### config.mk
export PLATFORM = sky130hd
export DESIGN_NAME = fifo_wr_arbiter_flat
export DESIGN_NICKNAME = d
export VERILOG_FILES = /design/src/rtl/fifo_pkg.sv /design/src/rtl/fifo_wr_arbiter_if.sv /design/src/rtl/fifo_rr_pick.sv /design/src/rtl/fifo_wr_arbiter.sv /design/src/flat_wrapper.sv
export SDC_FILE = /design/constraint.sdc
export NUM_CORES = 1
export LEC_CHECK = 0
export CAP_MARGIN = 20
export CORE_MARGIN = 3
export CORE_UTILIZATION = 42
export CTS_BUF_LIST = sky130_fd_sc_hd__clkbuf_8
export DETAILED_ROUTE_END_ITERATION = 8
export PLACE_DENSITY_LB_ADDON = 0.3
export SLEW_MARGIN = 20
export SYNTH_ARGS = -nofsm -noshare
export SYNTH_HDL_FRONTEND = slang
export SYNTH_SLANG_ARGS = --single-unit
### constraint.sdc
create_clock -name clk -period 3.65 [get_ports clk]
set_clock_uncertainty 0.15 [all_clocks]
set_input_delay 0.365 -clock clk [delete_from_list [all_inputs] [get_ports clk]]
set_output_delay 0.365 -clock clk [all_outputs]
set_load 0.05 [all_outputs]
### src/rtl/fifo_pkg.sv
// Shared types and helpers for the FIFO write path: bandwidth mode encoding and parity.
// Pure declarations; no latency, no backpressure.
package fifo_pkg;

  typedef enum logic [1:0] {
    BW_000 = 2'b00,
    BW_050 = 2'b01,
    BW_100 = 2'b10
  } grant_in_e;

  localparam int PARITY_MAX_W = 64;

  // Zero-extension leaves the parity unchanged, so any word up to 64 bits can be passed in.
  function automatic logic even_parity(input logic [PARITY_MAX_W-1:0] d);
    return ^d;
  endfunction

  // Encoding 2'b11 is reserved and decodes like BW_000.
  function automatic logic bw_allows(input logic [1:0] mode, input logic slot);
    logic ok;
    case (mode)
      BW_100:  ok = 1'b1;
      BW_050:  ok = ~slot;
      default: ok = 1'b0;
    endcase
    return ok;
  endfunction

endpackage

### src/rtl/fifo_wr_arbiter_if.sv
// Producer-side req/gnt bundle plus the FIFO write port of the write arbiter.
// Wires only; gnt is same-cycle, FIFO write signals are registered by the arbiter.
interface fifo_wr_arbiter_if #(
  parameter int N_REQ      = 4,
  parameter int DATA_WIDTH = 8
);
  logic [N_REQ-1:0]            req;
  logic [N_REQ*DATA_WIDTH-1:0] data_in;
  logic [N_REQ-1:0]            gnt;
  logic [1:0]                  bw_mode;
  logic                        fifo_afull;
  logic                        fifo_wr_en;
  logic [DATA_WIDTH-1:0]       fifo_data;
  logic                        fifo_parity;

  modport master (
    output req, data_in, bw_mode, fifo_afull,
    input  gnt, fifo_wr_en, fifo_data, fifo_parity
  );

  modport slave (
    input  req, data_in, bw_mode, fifo_afull,
    output gnt, fifo_wr_en, fifo_data, fifo_parity
  );
endinterface

### src/rtl/fifo_rr_pick.sv
// Rotate-priority selector: first requester after last_ptr wins; purely combinational.
// Zero latency; en low (afull, throttle, reset) suppresses every grant.
module fifo_rr_pick #(
  parameter int N_REQ = 4,
  parameter int PW    = $clog2(N_REQ)
) (
  input  logic [N_REQ-1:0] req,
  input  logic [PW-1:0]    last_ptr,
  input  logic             en,
  output logic [N_REQ-1:0] gnt,
  output logic [PW-1:0]    winner,
  output logic             valid
);

  int idx;

  always_comb begin
    gnt    = '0;
    winner = '0;
    valid  = 1'b0;
    idx    = 0;
    if (en) begin
      for (int k = 1; k <= N_REQ; k++) begin
        idx = (int'(last_ptr) + k) % N_REQ;
        if (!valid && req[idx]) begin
          valid     = 1'b1;
          winner    = PW'(idx);
          gnt[idx]  = 1'b1;
        end
      end
    end
  end

endmodule

### src/rtl/fifo_wr_arbiter.sv
// Round-robin, bandwidth-throttled arbiter for the parity-protected FIFO write port.
// gnt is same-cycle, the FIFO write lands 1 cycle later; no grant while fifo_afull or throttled.
module fifo_wr_arbiter
  import fifo_pkg::*;
#(
  parameter int N_REQ      = 4,
  parameter int DATA_WIDTH = 8
) (
  input logic              clk,
  input logic              rst_n,
  fifo_wr_arbiter_if.slave bus
);

  localparam int PW = $clog2(N_REQ);

  logic [PW-1:0]         last_ptr;
  logic [PW-1:0]         winner;
  logic                  slot;
  logic                  pick_en;
  logic                  pick_vld;
  logic [N_REQ-1:0]      pick_gnt;
  logic [DATA_WIDTH-1:0] win_dat;
  logic                  wr_en_q;
  logic [DATA_WIDTH-1:0] data_q;
  logic                  parity_q;

  // rst_n gates the grant combinationally so nothing is accepted during reset.
  assign pick_en = rst_n && !bus.fifo_afull && bw_allows(bus.bw_mode, slot);

  fifo_rr_pick #(
    .N_REQ (N_REQ),
    .PW    (PW)
  ) u_pick (
    .req      (bus.req),
    .last_ptr (last_ptr),
    .en       (pick_en),
    .gnt      (pick_gnt),
    .winner   (winner),
    .valid    (pick_vld)
  );

  always_comb begin
    win_dat = bus.data_in[winner*DATA_WIDTH +: DATA_WIDTH];
  end

  always_ff @(posedge clk) begin
    if (!rst_n) begin
      last_ptr <= PW'(N_REQ - 1);
      slot     <= 1'b0;
      wr_en_q  <= 1'b0;
      data_q   <= '0;
      parity_q <= 1'b0;
    end else begin
      slot    <= ~slot;
      wr_en_q <= pick_vld;
      if (pick_vld) begin
        last_ptr <= winner;
        data_q   <= win_dat;
        parity_q <= even_parity(PARITY_MAX_W'(win_dat));
      end
    end
  end

  assign bus.gnt         = pick_gnt;
  assign bus.fifo_wr_en  = wr_en_q;
  assign bus.fifo_data   = data_q;
  assign bus.fifo_parity = parity_q;

endmodule

### src/flat_wrapper.sv
// flat-port wrapper written by rule: the top's interface ports become plain ports
module fifo_wr_arbiter_flat import fifo_pkg::*;
#(
  parameter int N_REQ      = 4,
  parameter int DATA_WIDTH = 8
)
  (clk, rst_n, bus_req, bus_data_in, bus_bw_mode, bus_fifo_afull, bus_gnt, bus_fifo_wr_en, bus_fifo_data, bus_fifo_parity);
  fifo_wr_arbiter_if #(.N_REQ(N_REQ), .DATA_WIDTH(DATA_WIDTH)) bus_i ();
  input logic clk;
  input logic rst_n;
  input wire logic [$bits(bus_i.req)-1:0] bus_req;
  input wire logic [$bits(bus_i.data_in)-1:0] bus_data_in;
  input wire logic [$bits(bus_i.bw_mode)-1:0] bus_bw_mode;
  input wire logic [$bits(bus_i.fifo_afull)-1:0] bus_fifo_afull;
  output wire logic [$bits(bus_i.gnt)-1:0] bus_gnt;
  output wire logic [$bits(bus_i.fifo_wr_en)-1:0] bus_fifo_wr_en;
  output wire logic [$bits(bus_i.fifo_data)-1:0] bus_fifo_data;
  output wire logic [$bits(bus_i.fifo_parity)-1:0] bus_fifo_parity;
  assign bus_i.req = bus_req;
  assign bus_i.data_in = bus_data_in;
  assign bus_i.bw_mode = bus_bw_mode;
  assign bus_i.fifo_afull = bus_fifo_afull;
  assign bus_gnt = bus_i.gnt;
  assign bus_fifo_wr_en = bus_i.fifo_wr_en;
  assign bus_fifo_data = bus_i.fifo_data;
  assign bus_fifo_parity = bus_i.fifo_parity;
  fifo_wr_arbiter #(.N_REQ(N_REQ), .DATA_WIDTH(DATA_WIDTH)) u_core (.clk(clk), .rst_n(rst_n), .bus(bus_i));
endmodule
=== Yosys cells after proc, flatten, opt, wreduce, memory -nomap -nowiden ===
Index checks and enable logic that the tools add are counted.

* Bits in registers: 13
* Bits in latches: 0
* Bits in writable memories: 0
* ROM bits: 0
* Input bits: 41
* Output and inout port bits: 14
* Logic and storage cells: 88
* Memories: 0

* Add/sub/neg operators: 4
* Multiply operators: 0
* Div/mod/pow operators: 0
* Order comparisons: 8
* Equal/unequal tests: 2
* Shift operators: 1
* Muxes and demuxes: 42
* Bitwise operators: 8
* Reductions and logical operators: 18

{| class="wikitable"
|+ Operators by type and width
! operator !! number
|-
| $reduce_xor 64->1 || 1
|-
| $mux 4 || 8
|-
| $shiftx 32x6->8 || 1
|-
| $mux 1 || 20
|-
| $lt 3x4->1 const B || 4
|-
| $ge 3x1->1 const B || 4
|-
| $or 4x4->4 || 3
|-
| $mux 2 || 5
|-
| $logic_and 1x1->1 || 9
|-
| $bmux 1 s2 || 4
|-
| $demux 1 s2 || 4
|-
| $reduce_or 2->1 || 4
|-
| $add 2x1->2 const B || 2
|-
| $add 2x2->2 const B || 2
|-
| $and 1x1->1 const A || 4
|-
| $logic_not 1->1 || 4
|-
| $eq 2x1->1 const B || 1
|-
| $eq 2x2->1 const B || 1
|-
| $pmux 1 s2 || 1
|-
| $not 1->1 || 1
|}

=== Depth between registers and ports, before layout ===
* Depth in word-level cells: 22
* Mapped depth: 13

=== Cells and area by module ===
From an unflattened synthesis, not the netlist that was laid out.

* Cell total of the unflattened synthesis: 130
* Area, all modules: 1280.0 um^2

{| class="wikitable"
|+ By module, submodules not included
! module !! times used !! cells an instance !! area each (um^2) !! seq. area each (um^2)
|-
| fifo_wr_arbiter || 1 || 64 || 759.5 || 260.2
|-
| fifo_rr_pick || 1 || 66 || 520.5 || 0.0
|}

=== Worst setup path before layout ===
No wires, ideal clock.

* Kind: flip-flop to flip-flop
* Start: reg u_core.last_ptr[0]
* End: reg u_core.parity_q, in the netlist u_core.bus.fifo_parity
* Library setup time: 0.137 ns
* Arrival: 3.539 ns
* Path slack: -0.176 ns
* Cell stages (with the launch flop): 14
* Cells stage by stage: dfxtp_1 buf_6 inv_1 ha_1 mux4_2 clkbuf_1 o211a_4 nor2_4 buf_12 mux2i_1 mux2i_1 xnor3_1 xnor3_1 a21oi_1

* Cells in the longest elaborated chain, start to end: 20
* Elaborated cells between the ends (all ways): 37

{| class="wikitable"
|+ Ends and longest elaborated chain
! element !! line !! source
|-
| start, declared || fifo_wr_arbiter.sv:16 || <nowiki>logic [PW-1:0] last_ptr;</nowiki>
|-
| start signal, assigned || fifo_wr_arbiter.sv:48 || <nowiki>last_ptr <= PW'(N_REQ - 1);</nowiki>
|-
| start signal, assigned || fifo_wr_arbiter.sv:57 || <nowiki>last_ptr <= winner;</nowiki>
|-
| $add 2x1->2 || fifo_rr_pick.sv:24 || <nowiki>idx = (int'(last_ptr) + k) % N_REQ;</nowiki>
|-
| $bmux 1 s2 || fifo_rr_pick.sv:25 || <nowiki>if (!valid && req[idx]) begin</nowiki>
|-
| $mux 1 (implied by the code) (2 in a row) || fifo_rr_pick.sv:25 ||
|-
| $mux 1 || fifo_rr_pick.sv:25 ||
|-
| $mux 1 || fifo_rr_pick.sv:22 || <nowiki>if (en) begin</nowiki>
|-
| $logic_not 1->1 || fifo_rr_pick.sv:25 ||
|-
| $logic_and 1x1->1 || fifo_rr_pick.sv:25 ||
|-
| $mux 1 || fifo_rr_pick.sv:25 ||
|-
| (+3 left out) || n/a ||
|-
| $mux 1 || fifo_rr_pick.sv:25 ||
|-
| $mux 1 || fifo_rr_pick.sv:22 ||
|-
| $logic_not 1->1 || fifo_rr_pick.sv:25 ||
|-
| $logic_and 1x1->1 || fifo_rr_pick.sv:25 ||
|-
| $mux 2 || fifo_rr_pick.sv:25 ||
|-
| $mux 2 || fifo_rr_pick.sv:22 ||
|-
| $shiftx 32x6->8 || fifo_wr_arbiter.sv:43 || <nowiki>win_dat = bus.data_in[winner*DATA_WIDTH +: DATA_WIDTH];</nowiki>
|-
| $reduce_xor 64->1 || fifo_pkg.sv:15 || <nowiki>return ^d;</nowiki>
|-
| end signal, assigned || fifo_wr_arbiter.sv:59 || <nowiki>parity_q <= even_parity(PARITY_MAX_W'(win_dat));</nowiki>
|-
| end, declared || fifo_wr_arbiter.sv:25 || <nowiki>logic parity_q;</nowiki>
|}

Several ways; a longest one is shown, not always the timed one. The select of a mux whose other input is x is not followed.
A chain may end at the register's enable or synchronous reset.

=== Worst setup path after layout ===
* Start: reg u_core.last_ptr[1]
* End: reg u_core.parity_q, in the netlist u_core.bus.fifo_parity

Same word-level chain as after synthesis.

==> flow_summary.ini <==
[pwr]
power_frac_clock = 0.263
swShare = 0.299
seqPwrFrac = 0.309
totalPowerFinal_mw = 0.481
p_per_area_mw_per_mm2 = 207
ir_drop_mv = 0.155
p_leak_nw = 0.970
intPower_mw = 0.337
p_sw_mw = 0.144
combinationalPowerShare = 0.428

[placed_design]
place.detailed.instances = 259
place_worst_setup_slack_ns = -0.128
dp_hpwl_um = 3300
place.gp.congestion = 0.851
port_buffers = 54

[routing]
route.detailed.wl_per_inst_um = 15.2
routed_via_density = 5.30
route.vias.total = 1410
drt_first_pass_iters = 4
drt-initial-drc-count = 16
post-route-drc-count = 0
ant_nets = 0
wirelength_um = 4030

[die]
floorplan.core_area_mm2 = 0.00320
die-area_mm2 = 0.00428
die-height_um = 65.4
core.rowCount = 20
die_x_um = 65.4
initial_utilization = 0.463
ioPinCount = 55

[timing]
fmax_mhz = 282
finalSetupTns_ns = 0
count_of_endpoints_failing_hold_in_the_final_timing_report = 0
period_needed_ns = 3.55
rsz0062_at_grt = false
finalWorstSetupSlack_ns = 0.103
slew_viol_final = 0
worstMarginPinSlew_ns = 0.589
timing.final.crit_share = 0.972
finalSetupViolCount = 0
slew_headroom = 0.607

[synth]
post_synth_num_cell_types = 47
ys_seq_elements = 13
synth_seq_area_share = 0.176
postSynthAreaPerCell_um2 = 10.2
synth_warnings = 0
synth_enable_flop_cells = 0
synth_cells = 146
ys_dominant_reg_cell = sky130_fd_sc_hd__dfxtp_1
synth_top_cell_by_area = sky130_fd_sc_hd__dfxtp_1
netlist.area_leader.share = 0.176
synth.area.top_cells = sky130_fd_sc_hd__dfxtp_1, sky130_fd_sc_hd__mux2i_1, sky130_fd_sc_hd__ha_1
synthArstFlopShare = 0
ys_top_cells_by_count = sky130_fd_sc_hd__mux2i_1, sky130_fd_sc_hd__dfxtp_1, sky130_fd_sc_hd__ha_1, sky130_fd_sc_hd__nor2b_1, sky130_fd_sc_hd__nor2_1
total_nets_after_synthesis = 197
most_numerous_cell_in_the_yosys_netlist = sky130_fd_sc_hd__mux2i_1
synthesis.area_mm2 = 0.00148

[global_routing]
global_route.usage.met1 = 0.238
grtUsageMet2 = 0.348
pin_count_of_the_biggest_net_entering_global_routing = 16
grt_util_met3 = 0.0547
most_used_layer_global_route = met2
number_of_antenna_violations_at_the_first_check_in_global_routing = 0
total_grt_usage = 0.197
first_global_vias = 1444
global_route_wire_length_before_repair_um = 6750
global_route.overflow_total = 0

[clocking]
insertion_delay_ns = 0.24
cts_buffer_depth = 2
cts_buf_count = 3
h-tree-depth = 1
clock_tree.root_cell = sky130_fd_sc_hd__clkbuf_8
cts_tree = built
cts.clk_slew.worst_paths_ns = 0.06
cts_sinks = 13

[run_status]
outcome = finished, final reports clean

[critical_path]
crit_path_frequent_cell = sky130_fd_sc_hd__xnor3_1
endpoint_arrival_time_on_the_critical_path_ns = 3.49
critical_path_class = reg -> reg
required_ns = 3.60
slowest_stage_cell_on_the_critical_path = sky130_fd_sc_hd__mux4_2
cp.buffers_inverters = 1
rr_worst_depth = 11
path_cells = inv_2, ha_4, mux4_2, or3_4, or2_4, a311oi_2, a22oi_2, xnor2_1, xnor3_1, xnor3_1, a21oi_1
path_delay_family = XOR/XNOR gates
timing.critical_path.slowest_cell_delay_ns = 0.56
critPathMaxFanout = 4
worst_setup_path_start_kind = register
path_depth = 11
crit_end_element = register

[min_path]
whs_path_depth = 1
hp-class = reg -> reg

[finish]
antennaDiodeCount = 0
layout.core_utilization = 0.724
fin_nets = 274
final_cells = 266
fillers = 256
post_route_cells_drive_above_1_share = 0.266
area_delta_synth_final_pct = 56.5

[flow_run]
cap_violations = 0
## per-stage QoR
step | cell area (um^2) | hold WS (ns)
3_5_place_dp | 2240 | 0.273
6_report | 2320 | 0.292
2_1_floorplan | 1500 | 0.242
3_3_place_gp | 2240 | 0.260
5_1_grt | 2320 | 0.320
4_1_cts | 2280 | 0.288
## repair_timing
action / CTS / global route
hold buffers: 0 / 0
resized for setup: 0 / 3
buffers inserted: 0 / 3
setup endpoints to repair: 0 / 1
## registers in the layout, summed over array words and instances, names as in the netlist
signal	cells
u_core.bus.fifo_wr_en	1
u_core.last_ptr	2
u_core.bus.fifo_parity	1
u_core.bus.fifo_data	8
u_core.slot	1
## power groups by stage
stage / combinational [mW] / sequential [mW] / clock, mW
floorplan: 0.104 / 0.162 / 0
global placement: 0.193 / 0.151 / 0
detailed placement: 0.200 / 0.152 / 0
CTS: 0.202 / 0.149 / 0.126
global route: 0.221 / 0.149 / 0.132
finish: 0.206 / 0.149 / 0.126
## worst paths after layout
path | from | endpoint | slack (ns)
hold / removal | u_core.slot$_SDFF_PN0_ | u_core.slot$_SDFF_PN0_ | 0.29
hold reg to reg | u_core.slot$_SDFF_PN0_ | u_core.slot$_SDFF_PN0_ | 0.29
setup reg to reg | u_core.last_ptr[1]$_SDFFE_PN1P_ | u_core.bus.fifo_parity$_SDFFE_PN0P_ | 0.10
setup / recovery | u_core.last_ptr[1]$_SDFFE_PN1P_ | u_core.bus.fifo_parity$_SDFFE_PN0P_ | 0.10
## per-layer routing
layer	routed length (um)	vias to the layer above
met3	302	2
met5	0	-
met1	1750	656
met2	1960	44
li1	-	708
met4	25	0
## layout make-up
type	instances	area, um^2	area share
clock buffer	3	41.3	0.0178
multi-input combinational	122	1180	0.510
sequential	13	262	0.113
tap	44	55.1	0.0237
inverter	6	22.5	0.00971
clock inverter	1	3.75	0.00162
timing repair buffer	77	753	0.325
## placed cells by master (no fill, tap or decap), drive strengths merged, types with 2 or more instances in the layout
cell / netlist / final
clkdlybuf4s50: 0 / 50
buf: 3 / 27
mux2i: 23 / 23
dfxtp: 13 / 13
nor2b: 11 / 11
ha: 10 / 10
nor2: 10 / 10
inv: 6 / 7
o21ai: 7 / 7
a22oi: 6 / 6
mux4: 4 / 4
a221oi: 4 / 4
nand2b: 4 / 4
mux2: 4 / 4
and2: 4 / 4
a32oi: 3 / 3
clkbuf: 2 / 3
nand2: 2 / 2
o21a: 2 / 2
or3b: 2 / 2
a21oi: 2 / 2
o211ai: 2 / 2
a311oi: 2 / 2
xnor3: 2 / 2
xor2: 2 / 2
## logic make-up after synthesis
logic type | synth area share
AND/OR/NAND/NOR | 0.189
AO/OA/AOI/OAI | 0.213
multiplexers | 0.246
flip-flops | 0.176
buffers and inverters | 0.0439
adder cells (fa/ha/maj) | 0.0844
XOR/XNOR | 0.0481
Note: power is estimated with default switching activity, not from simulation.
